==> config.mk <==
export PLATFORM = sky130hd
export DESIGN_NAME = joust2_audio_mix
export DESIGN_NICKNAME = d
export VERILOG_FILES = /design/src/rtl/joust2_audio_pkg.sv /design/src/rtl/joust2_audio_mix_gain.sv /design/src/rtl/joust2_audio_mix.sv
export SDC_FILE = /design/constraint.sdc
export NUM_CORES = 1
export LEC_CHECK = 0
export BUFFER_PORTS_ARGS = -buffer_cell sky130_fd_sc_hd__buf_2
export CORE_UTILIZATION = 51
export CTS_CLUSTER_DIAMETER = 30
export DETAILED_ROUTE_END_ITERATION = 7
export PLACE_DENSITY = 0.69
export SLEW_MARGIN = 0
export SYNTH_ARGS = -nofsm -noshare
export SYNTH_HDL_FRONTEND = slang
export SYNTH_SLANG_ARGS = --single-unit
==> constraint.sdc <==
create_clock -name i_clk_sys -period 11.2 [get_ports i_clk_sys]
set_input_delay 2.8 -clock i_clk_sys [delete_from_list [all_inputs] [get_ports i_clk_sys]]
set_output_delay 2.8 -clock i_clk_sys [all_outputs]
set_load 0.05 [all_outputs]
==> src/rtl/joust2_audio_pkg.sv <==
// joust2_audio_pkg
//   Shared definitions for the Joust 2 audio mixer: width constants, the mix
//   FSM state encoding, the source-kind selector for the gain-term block and
//   the output saturation helpers.
package joust2_audio_pkg;

  localparam int SAMPLE_W = 16;
  localparam int GAIN_W   = 4;
  localparam int ACC_W    = 20;
  localparam int TERM_W   = 17;

  localparam logic [GAIN_W-1:0] UNITY_GAIN = 4'd8;

  localparam logic signed [ACC_W-1:0] SAMPLE_MAX = 20'sd32767;
  localparam logic signed [ACC_W-1:0] SAMPLE_MIN = -20'sd32768;

  typedef enum logic [2:0] {
    ST_IDLE = 3'd0,
    ST_ACC0 = 3'd1,
    ST_ACC1 = 3'd2,
    ST_ACC2 = 3'd3,
    ST_ACC3 = 3'd4,
    ST_SAT  = 3'd5,
    ST_OUT  = 3'd6
  } mix_state_e;

  // Offset-binary sources (DAC, speech) need their MSB flipped; FM is already signed.
  typedef enum logic [1:0] {
    SRC_DAC    = 2'd0,
    SRC_SPEECH = 2'd1,
    SRC_FM     = 2'd2
  } src_kind_e;

  function automatic logic sample_out_of_range(input logic signed [ACC_W-1:0] acc);
    return (acc > SAMPLE_MAX) || (acc < SAMPLE_MIN);
  endfunction

  function automatic logic [SAMPLE_W-1:0] clamp_sample(input logic signed [ACC_W-1:0] acc);
    if (acc > SAMPLE_MAX) begin
      return 16'h7FFF;
    end else if (acc < SAMPLE_MIN) begin
      return 16'h8000;
    end else begin
      return 16'(acc);
    end
  endfunction

endpackage

==> src/rtl/joust2_audio_mix_gain.sv <==
// joust2_gain_term
//   Converts one audio source to signed 16-bit, multiplies by its 4-bit
//   unsigned gain (8 = unity) and arithmetic-shifts right by 3.
//   Ports:
//     i_raw   16  source sample; DAC bytes arrive in the upper byte (low byte 0)
//     i_gain   4  unsigned gain
//     o_term  17  signed gained term
module joust2_gain_term
  import joust2_audio_pkg::*;
#(
  parameter src_kind_e KIND = SRC_FM
) (
  input  logic [SAMPLE_W-1:0]      i_raw,
  input  logic [GAIN_W-1:0]        i_gain,
  output logic signed [TERM_W-1:0] o_term
);

  logic signed [SAMPLE_W-1:0] w_sample;
  logic signed [ACC_W-1:0]    w_sample_ext;
  logic signed [ACC_W-1:0]    w_gain_ext;
  logic signed [ACC_W-1:0]    w_prod;

  // Sign conversion: a DAC byte placed in the upper half behaves exactly like
  // an offset-binary 16-bit speech sample, so both share the MSB flip.
  always_comb begin
    w_sample = i_raw;
    case (KIND)
      SRC_DAC, SRC_SPEECH: w_sample = {~i_raw[SAMPLE_W-1], i_raw[SAMPLE_W-2:0]};
      SRC_FM:              w_sample = i_raw;
      default:             w_sample = i_raw;
    endcase
  end

  // |sample * 15| < 2^19, so a 20-bit signed product cannot overflow.
  assign w_sample_ext = {{(ACC_W-SAMPLE_W){w_sample[SAMPLE_W-1]}}, w_sample};
  assign w_gain_ext   = {{(ACC_W-GAIN_W){1'b0}}, i_gain};
  assign w_prod       = w_sample_ext * w_gain_ext;
  assign o_term       = TERM_W'(w_prod >>> 3);

endmodule

==> src/rtl/joust2_audio_mix.sv <==
// joust2_audio_mix
//   Sequential stereo mixer: on a sample strobe it snapshots two DAC sources,
//   speech and the YM2151 left/right outputs with their gains, accumulates the
//   gained terms over four cycles, saturates to 16 bits and presents the result.
//   Ports:
//     i_clk_sys, i_reset             clock, synchronous active-high reset
//     i_ce_sample                    one-cycle strobe starting a mix
//     i_mute                         zero the mixed output (captured with inputs)
//     i_audio_1/2 (8), i_speech (16) offset-binary sources
//     i_ym2151_left/right (16)       signed FM sources
//     i_gain_dac/speech/fm (4)       gains, 8 = unity
//     i_clr_flags                    clears clip/overrun (a set event wins)
//     o_audio_l/r (16)               signed mixed samples
//     o_sample_valid                 one-cycle pulse on output update
//     o_busy                         mix in progress
//     o_clip, o_overrun              sticky status flags
module joust2_audio_mix
  import joust2_audio_pkg::*;
(
  input  logic                i_clk_sys,
  input  logic                i_reset,
  input  logic                i_ce_sample,
  input  logic                i_mute,
  input  logic [7:0]          i_audio_1,
  input  logic [7:0]          i_audio_2,
  input  logic [SAMPLE_W-1:0] i_speech,
  input  logic [SAMPLE_W-1:0] i_ym2151_left,
  input  logic [SAMPLE_W-1:0] i_ym2151_right,
  input  logic [GAIN_W-1:0]   i_gain_dac,
  input  logic [GAIN_W-1:0]   i_gain_speech,
  input  logic [GAIN_W-1:0]   i_gain_fm,
  input  logic                i_clr_flags,
  output logic [SAMPLE_W-1:0] o_audio_l,
  output logic [SAMPLE_W-1:0] o_audio_r,
  output logic                o_sample_valid,
  output logic                o_busy,
  output logic                o_clip,
  output logic                o_overrun
);

  mix_state_e              r_state;
  logic [7:0]              r_audio_1, r_audio_2;
  logic [SAMPLE_W-1:0]     r_speech, r_ym_l, r_ym_r;
  logic [GAIN_W-1:0]       r_gain_dac, r_gain_speech, r_gain_fm;
  logic                    r_mute;
  logic signed [ACC_W-1:0] r_acc_l, r_acc_r;
  logic [SAMPLE_W-1:0]     r_sat_l, r_sat_r;
  logic [SAMPLE_W-1:0]     r_audio_l, r_audio_r;
  logic                    r_valid, r_busy, r_clip, r_overrun;

  logic signed [TERM_W-1:0] w_term_a1, w_term_a2, w_term_sp, w_term_fm_l, w_term_fm_r;
  logic signed [TERM_W-1:0] w_shared_term, w_add_l, w_add_r;
  logic                     w_accumulating, w_overrun_set, w_clip_set;

  joust2_gain_term #(.KIND(SRC_DAC)) u_term_a1 (
    .i_raw({r_audio_1, 8'h00}), .i_gain(r_gain_dac), .o_term(w_term_a1));
  joust2_gain_term #(.KIND(SRC_DAC)) u_term_a2 (
    .i_raw({r_audio_2, 8'h00}), .i_gain(r_gain_dac), .o_term(w_term_a2));
  joust2_gain_term #(.KIND(SRC_SPEECH)) u_term_sp (
    .i_raw(r_speech), .i_gain(r_gain_speech), .o_term(w_term_sp));
  joust2_gain_term #(.KIND(SRC_FM)) u_term_fm_l (
    .i_raw(r_ym_l), .i_gain(r_gain_fm), .o_term(w_term_fm_l));
  joust2_gain_term #(.KIND(SRC_FM)) u_term_fm_r (
    .i_raw(r_ym_r), .i_gain(r_gain_fm), .o_term(w_term_fm_r));

  // Source select: DAC and speech terms feed both channels; only ACC3 splits to per-channel FM.
  always_comb begin
    w_shared_term = {TERM_W{1'b0}};
    case (r_state)
      ST_ACC0: w_shared_term = w_term_a1;
      ST_ACC1: w_shared_term = w_term_a2;
      ST_ACC2: w_shared_term = w_term_sp;
      default: w_shared_term = {TERM_W{1'b0}};
    endcase
    if (r_state == ST_ACC3) begin
      w_add_l = w_term_fm_l;
      w_add_r = w_term_fm_r;
    end else begin
      w_add_l = w_shared_term;
      w_add_r = w_shared_term;
    end
  end

  assign w_accumulating = (r_state == ST_ACC0) || (r_state == ST_ACC1) ||
                          (r_state == ST_ACC2) || (r_state == ST_ACC3);
  assign w_overrun_set  = i_ce_sample && (r_state != ST_IDLE);
  assign w_clip_set     = (r_state == ST_SAT) &&
                          (sample_out_of_range(r_acc_l) || sample_out_of_range(r_acc_r));

  // Mix FSM with snapshot, accumulators, saturation, output and sticky flag registers.
  always_ff @(posedge i_clk_sys) begin
    if (i_reset) begin
      r_state       <= ST_IDLE;
      r_audio_1     <= 8'h00;
      r_audio_2     <= 8'h00;
      r_speech      <= 16'h0000;
      r_ym_l        <= 16'h0000;
      r_ym_r        <= 16'h0000;
      r_gain_dac    <= 4'd0;
      r_gain_speech <= 4'd0;
      r_gain_fm     <= 4'd0;
      r_mute        <= 1'b0;
      r_acc_l       <= 20'sd0;
      r_acc_r       <= 20'sd0;
      r_sat_l       <= 16'h0000;
      r_sat_r       <= 16'h0000;
      r_audio_l     <= 16'h0000;
      r_audio_r     <= 16'h0000;
      r_valid       <= 1'b0;
      r_busy        <= 1'b0;
      r_clip        <= 1'b0;
      r_overrun     <= 1'b0;
    end else begin
      r_valid <= 1'b0;

      // Set events take priority over a simultaneous clear.
      if (w_overrun_set) begin
        r_overrun <= 1'b1;
      end else if (i_clr_flags) begin
        r_overrun <= 1'b0;
      end
      if (w_clip_set) begin
        r_clip <= 1'b1;
      end else if (i_clr_flags) begin
        r_clip <= 1'b0;
      end

      if (w_accumulating) begin
        r_acc_l <= r_acc_l + {{(ACC_W-TERM_W){w_add_l[TERM_W-1]}}, w_add_l};
        r_acc_r <= r_acc_r + {{(ACC_W-TERM_W){w_add_r[TERM_W-1]}}, w_add_r};
      end

      case (r_state)
        ST_IDLE: begin
          if (i_ce_sample) begin
            r_audio_1     <= i_audio_1;
            r_audio_2     <= i_audio_2;
            r_speech      <= i_speech;
            r_ym_l        <= i_ym2151_left;
            r_ym_r        <= i_ym2151_right;
            r_gain_dac    <= i_gain_dac;
            r_gain_speech <= i_gain_speech;
            r_gain_fm     <= i_gain_fm;
            r_mute        <= i_mute;
            r_acc_l       <= 20'sd0;
            r_acc_r       <= 20'sd0;
            r_busy        <= 1'b1;
            r_state       <= ST_ACC0;
          end
        end
        ST_ACC0: r_state <= ST_ACC1;
        ST_ACC1: r_state <= ST_ACC2;
        ST_ACC2: r_state <= ST_ACC3;
        ST_ACC3: r_state <= ST_SAT;
        ST_SAT: begin
          r_sat_l <= clamp_sample(r_acc_l);
          r_sat_r <= clamp_sample(r_acc_r);
          r_state <= ST_OUT;
        end
        ST_OUT: begin
          r_audio_l <= r_mute ? 16'h0000 : r_sat_l;
          r_audio_r <= r_mute ? 16'h0000 : r_sat_r;
          r_valid   <= 1'b1;
          r_busy    <= 1'b0;
          r_state   <= ST_IDLE;
        end
        default: begin
          r_busy  <= 1'b0;
          r_state <= ST_IDLE;
        end
      endcase
    end
  end

  assign o_audio_l      = r_audio_l;
  assign o_audio_r      = r_audio_r;
  assign o_sample_valid = r_valid;
  assign o_busy         = r_busy;
  assign o_clip         = r_clip;
  assign o_overrun      = r_overrun;

endmodule
**After elaboration in Yosys (flattened, before gate mapping)**

Cells that the tools add are included.

- Register bits after elaboration: 188
- Bits in latches: 0
- Memory bits (writable): 0
- Memory bits (read-only): 0
- Input port bits: 81
- Output and inout port bits: 36
- Word-level logic and storage cells: 80
- Memories kept: 0

- Add/sub/neg operators: 2
- Multiply operators: 5
- Divide/modulo/power cells: 0
- Order comparisons: 4
- Equality and inequality tests: 7
- Shift operators: 0
- Multiplexer cells: 23
- Bitwise gates (word level): 4
- Reductions and logical operators: 15

Operators with widths:

| operator | number |
|---|---|
| 2-to-1 mux 20 bit | 6 |
| 2-to-1 mux 16 bit | 6 |
| multiplier 16 x 5 -> 20 bit | 3 |
| case mux 17 bit (3 select lines) | 1 |
| adder 20 bit | 2 |
| greater-than comparator 20 x 16 -> 1 bit (second input constant) | 2 |
| less-than comparator 20 x 16 -> 1 bit (second input constant) | 2 |
| 2-to-1 mux 17 bit | 2 |
| multiplier 8 x 5 -> 12 bit | 2 |
| case mux 3 bit (6 select lines) | 1 |
| equality test 3 bit (second input constant) | 3 |
| equality test 3 x 2 -> 1 bit (second input constant) | 2 |
| logical OR 1 bit | 6 |
| 2-to-1 mux 1 bit | 5 |
| OR reduction 5 bit | 1 |
| NOT 1 bit | 4 |
| AND reduction 2 bit | 2 |
| nonzero test 2 bit | 2 |
| equality test 3 x 1 -> 1 bit (second input constant) | 1 |
| logical NOT 3 bit | 1 |
| 2-to-1 mux 3 bit | 1 |
| nonzero test 3 bit | 1 |
| logical AND 1 bit | 2 |
| != test 2 bit (second input constant) | 1 |
| case mux 1 bit (2 select lines) | 1 |

**Depth between registers and ports, before layout**

- Word-level depth: 8
- Gate-level depth with buffers: 27
- Gate-level depth less buffers: 26

**Modules after synthesis**

Synthesis repeated with hierarchy kept, for this count alone.

- Cells, all modules: 2574
- Area, all modules: 20698.6 um^2

By module, submodules not included:

| module | instances | cells an instance | area each (um^2) |
|---|---|---|---|
| joust2_audio_mix | 1 | 1111 | 8988.6 |
| joust2_gain_term at u_term_fm_l ... | 2 | 290 | 2326.0 |
| joust2_gain_term at u_term_a1 | 1 | 302 | 2382.3 |
| joust2_gain_term at u_term_sp | 1 | 290 | 2341.0 |
| joust2_gain_term at u_term_a2 | 1 | 291 | 2334.7 |

**Worst setup path before layout**

No wires, ideal clock.

- Path kind: flip-flop to flip-flop
- From: register r_gain_speech[3]
- To: register r_acc_r[15]
- Setup time: 0.118 ns
- Arrival time: 5.658 ns
- Setup slack: 5.424 ns
- Stages on the path, launching flop included: 27
- Path buffers: 1
- Period minus slack after synthesis: 5.776 ns
- Path through: dfxtp_1 clkbuf_1 and2_1 ha_1 fa_1 inv_1 fa_1 inv_1 ha_1 or4_1 o21ai_0 a21oi_1 xor2_1 mux2_2 a22oi_1 or2_2 o21ai_0 ha_1 a21o_1 a21o_1 a221o_1 a21oi_2 o21bai_1 a211o_1 a21oi_2 xor2_1 o21ai_1

- Cells in the longest elaborated chain, start to end: 7

Ends and longest elaborated chain:

| what | RTL line | text |
|---|---|---|
| start, declared | joust2_audio_mix.sv:44 | `logic [GAIN_W-1:0] r_gain_dac, r_gain_speech, r_gain_fm;` |
| start signal, assigned | joust2_audio_mix.sv:142 | `r_gain_speech <= i_gain_speech;` |
| multiplier 16 x 5 -> 20 bit (*) | joust2_audio_mix_gain.sv:37 | `assign w_prod = w_sample_ext * w_gain_ext;` |
| case mux 17 bit (3 select lines) (*) | joust2_audio_mix.sv:69 | `case (r_state)` |
| 2-to-1 mux 17 bit (*) | joust2_audio_mix.sv:75 | `if (r_state == ST_ACC3) begin` |
| adder 20 bit (*) | joust2_audio_mix.sv:130 | `r_acc_r <= r_acc_r + {{(ACC_W-TERM_W){w_add_r[TERM_W-1]}}, w_add_r};` |
| 2-to-1 mux 20 bit (*) | joust2_audio_mix.sv:128 | `if (w_accumulating) begin` |
| 2-to-1 mux 20 bit | joust2_audio_mix.sv:135 | `if (i_ce_sample) begin` |
| 2-to-1 mux 20 bit (*) | joust2_audio_mix.sv:133 | `case (r_state)` |
| end signal, assigned | joust2_audio_mix.sv:130 |  |
| end, declared | joust2_audio_mix.sv:46 | `logic signed [ACC_W-1:0] r_acc_l, r_acc_r;` |

Mark *: on every way between the ends. The rest lies on a longest branch, timed or not.
A chain may end at the register's enable or synchronous reset.

**Worst setup path in the final report**

- From: register r_gain_dac[2]
- To: register r_acc_r[19]

- Cells in the longest elaborated chain, start to end: 7

Ends and longest elaborated chain:

| what | RTL line | text |
|---|---|---|
| start, declared | joust2_audio_mix.sv:44 |  |
| start signal, assigned | joust2_audio_mix.sv:141 | `r_gain_dac <= i_gain_dac;` |
| multiplier 8 x 5 -> 12 bit | joust2_audio_mix_gain.sv:37 |  |
| case mux 17 bit (3 select lines) (*) | joust2_audio_mix.sv:69 |  |
| 2-to-1 mux 17 bit (*) | joust2_audio_mix.sv:75 |  |
| adder 20 bit (*) | joust2_audio_mix.sv:130 |  |
| 2-to-1 mux 20 bit (*) | joust2_audio_mix.sv:128 |  |
| 2-to-1 mux 20 bit | joust2_audio_mix.sv:135 |  |
| 2-to-1 mux 20 bit (*) | joust2_audio_mix.sv:133 |  |

Marks and branches as above.

==> results.py <==
metrics = {
    "clocking": {
        "cts.sinks": 188,
        "cts_tree": "yes",
        "cts-root-buf": "clkbuf_16",
        "cts_hold_buf": 0,
        "htreeDepth": 4,
        "clk_pin_slew_ns": 0.08,
        "cts_buffers": 17,
        "clockBufferDepth": 2,
        "clkLatencyLatePin_ns": 0.46,
        "postCtsResizedCells": 0,
        "cts_setup_buffers": 0,
    },
    "power_and_ir_drop": {
        "p_int_uw": 1141,
        "ir_worst_vdd_mv": 0.1591,
        "power_switching_uw": 609.7,
        "power_frac_seq_pct": 42.7,
        "power_leakage_uw": 0.009398,
        "swShare_pct": 34.83,
        "p_comb_share_pct": 21.2,
        "powerDensity_nw_per_um2": 89.86,
        "clockPowerShare_pct": 36.0,
    },
    "critical_path": {
        "slowest_delay_ns": 0.66,
        "critPathRequiredTime_ns": 11.52,
        "cp_common_cell": "o21ai_0",
        "cp.buffers_inverters": 2,
        "cp_top_family": "compound AO/OA/AOI/OAI gates",
        "criticalPathCategory": "reg2reg",
        "critical_path_arrival_ns": 7.04,
        "r2r_cells": 26,
        "crit_path_start_kind": "flop",
        "cp_slowest_cell": "dfxtp_1",
        "worstSetupPathDepth": 26,
        "path_max_fanout": 17,
        "end_kind": "flop",
    },
    "yosys": {
        "syn_area_um2": 17940,
        "yosysUniqueCellTypes": 78,
        "synthArstFlopShare_pct": 0,
        "yosys.area.top_type": "dfxtp_1",
        "synth_edf_count": 0,
        "syn_nets": 2657,
        "synth_top_area_share_pct": 20.98,
        "synthCells": 2261,
        "synth_seq_cells": 188,
        "yosys_warnings": 0,
        "synthTopCellsByArea": "dfxtp_1, fa_1, ha_1",
        "syn_avg_cell_area_um2": 7.934,
        "synth.most_common_cell": "nand2_1",
        "ys.flop_type": "dfxtp_1",
        "ys_top_cells_by_count": "nand2_1, inv_1, a21oi_1",
        "yosysSeqAreaShare_pct": 20.98,
    },
    "global_route": {
        "grt_max_degree": 79,
        "grt_overflow": 0,
        "grt_use_total_pct": 24.69,
        "grt_pass1_wl_mm": 72.71,
        "grt_pass1_vias": 14580,
        "antenna_found_initial": 0,
    },
    "floorplan": {
        "rows": 68,
        "die-area_um2": 35930,
        "ios": 117,
        "die_h_um": 189.6,
        "die_x_um": 189.6,
        "start_util_pct": 51.93,
        "core_region_area_um2": 34540,
    },
    "placed_design": {
        "place.gp.congestion": 0.9217,
        "io_buffer_count": 116,
        "dp_hpwl_mm": 33.54,
    },
    "sta": {
        "slew_headroom_pct": 21.06,
        "worst_pin_slew_ns": 1.183,
        "setup_viol": 0,
        "hold_ws_ns": 0.4533,
        "slew_viol_final": 0,
        "layout_min_cycle_time_ns": 6.720,
        "finalHoldViolations": 0,
        "period_share_pct": 60.00,
        "fin_tns_setup_ns": 0,
        "fmax_mhz": 148.8,
        "finalClockSkew_ns": 0.008977,
        "rsz0062_at_grt": "false",
    },
    "layout": {
        "antenna_cells": 0,
        "fin_nets": 2710,
        "syn_to_final_growth_pct": 8.585,
        "drive_gt1_share_pct": 8.423,
        "fillers": 3228,
    },
    "hold_path": {
        "min_path_cells": 2,
        "min-delay-path-class": "reg2reg",
    },
    "route": {
        "dr.pass1.iters": 5,
        "ant_nets": 0,
        "drt_wl_total_mm": 42.56,
        "dr.first_iter.drc_count": 973,
        "drc_errors": 0,
        "num_vias": 15060,
        "wire_per_inst_um": 15.30,
        "viasPerCell": 5.413,
    },
    "outcome": {
        "status": "complete, no violations",
    },
    "run": {
        "timing.max_cap.violations": 0,
    },
}
==> per-stage QoR <==
step / std cells / cell area (um2) / worst slack [ns] / power [uW] / utilization, %
5_1_grt: 2782 / 19480 / 4.040 / 1845 / 56.39
3_5_place_dp: 2750 / 18860 / 4.586 / 1132 / 54.60
6_report: 2782 / 19480 / 4.480 / 1751 / 56.39
3_3_place_gp: 2750 / 18860 / 4.835 / 1122 / 54.60
2_1_floorplan: 2261 / 17940 / 5.424 / 1022 / -
4_1_cts: 2782 / 19480 / 4.555 / 1764 / 56.39
==> worst min-delay path, stage by stage (launching register included) <==
cell     delay [ns]
dfxtp_1        0.32
nand2_1        0.05
a21oi_1        0.05
==> routing by layer <==
metal	track usage (%)	up-vias	wire length, um
met1	35.23	7122	21680
met2	39.28	308	18620
met5	0	-	0
li1	-	7592	-
met4	5.738	0	611
met3	3.542	36	1656
==> sequential cells by signal, summed over array words and instances (netlist names), 3 cells and up <==
register,flops
r_audio_2,8
o_audio_l,16
r_gain_dac,4
r_acc_l,20
r_audio_1,8
r_ym_l,16
r_gain_speech,4
r_speech,16
o_audio_r,16
r_ym_r,16
r_sat_l,16
r_acc_r,20
r_gain_fm,4
r_state,3
r_sat_r,16
==> final timing paths <==
path | from | endpoint | slack (ns)
worst max-delay path | r_gain_dac[2] | r_acc_r[19] | 4.48
worst min register to register | r_sat_r[9] | r_sat_r[9] | 0.45
worst max register to register | r_gain_dac[2] | r_acc_r[19] | 4.48
worst min-delay path | r_sat_r[9] | r_sat_r[9] | 0.45
==> power by group through the flow <==
stage,Sequential (uW),Combinational (uW),Clock [uW]
floorplan,734,288,0
global placement,761,361,0
detailed placement,763,369,0
CTS,747,371,646
global route,756,418,671
finish,748,372,631
==> cell usage in the layout (no fill, tap or decap), types with 28 or more instances in the layout <==
| cell type | n |
|---|---|
| buf_2 | 115 |
| nand2_1 | 328 |
| a21o_1 | 31 |
| nor2_1 | 69 |
| dfxtp_1 | 188 |
| inv_1 | 300 |
| xnor2_1 | 47 |
| xor2_1 | 28 |
| and2_1 | 181 |
| fa_1 | 130 |
| o21ai_0 | 89 |
| ha_1 | 185 |
| a21oi_1 | 227 |
| a22o_1 | 32 |
==> cell families (layout without fill, tap and decap cells) <==
logic type | Yosys count | after routing | synth area share, %
AND/OR/NAND/NOR | 749 | 749 | 20.64
AO/OA/AOI/OAI | 527 | 527 | 18.03
buffers and inverters | 390 | 456 | 8.202
adder cells (fa/ha/maj) | 315 | 315 | 27.41
flip-flops | 188 | 188 | 20.98
XOR/XNOR | 79 | 79 | 4.010
multiplexers | 13 | 13 | 0.7323
==> cell type report <==
| type | count | area (um2) | share of cell area, % |
|---|---|---|---|
| multi-input combinational | 1683 | 12760 | 65.49 |
| timing repair buffer | 124 | 643.1 | 3.301 |
| clock inverter | 15 | 195.2 | 1.002 |
| sequential | 188 | 3764 | 19.32 |
| tap | 455 | 569.3 | 2.922 |
| inverter | 300 | 1126 | 5.781 |
| clock buffer | 17 | 425.4 | 2.184 |
No activity file was read; power rests on OpenSTA's default activity.
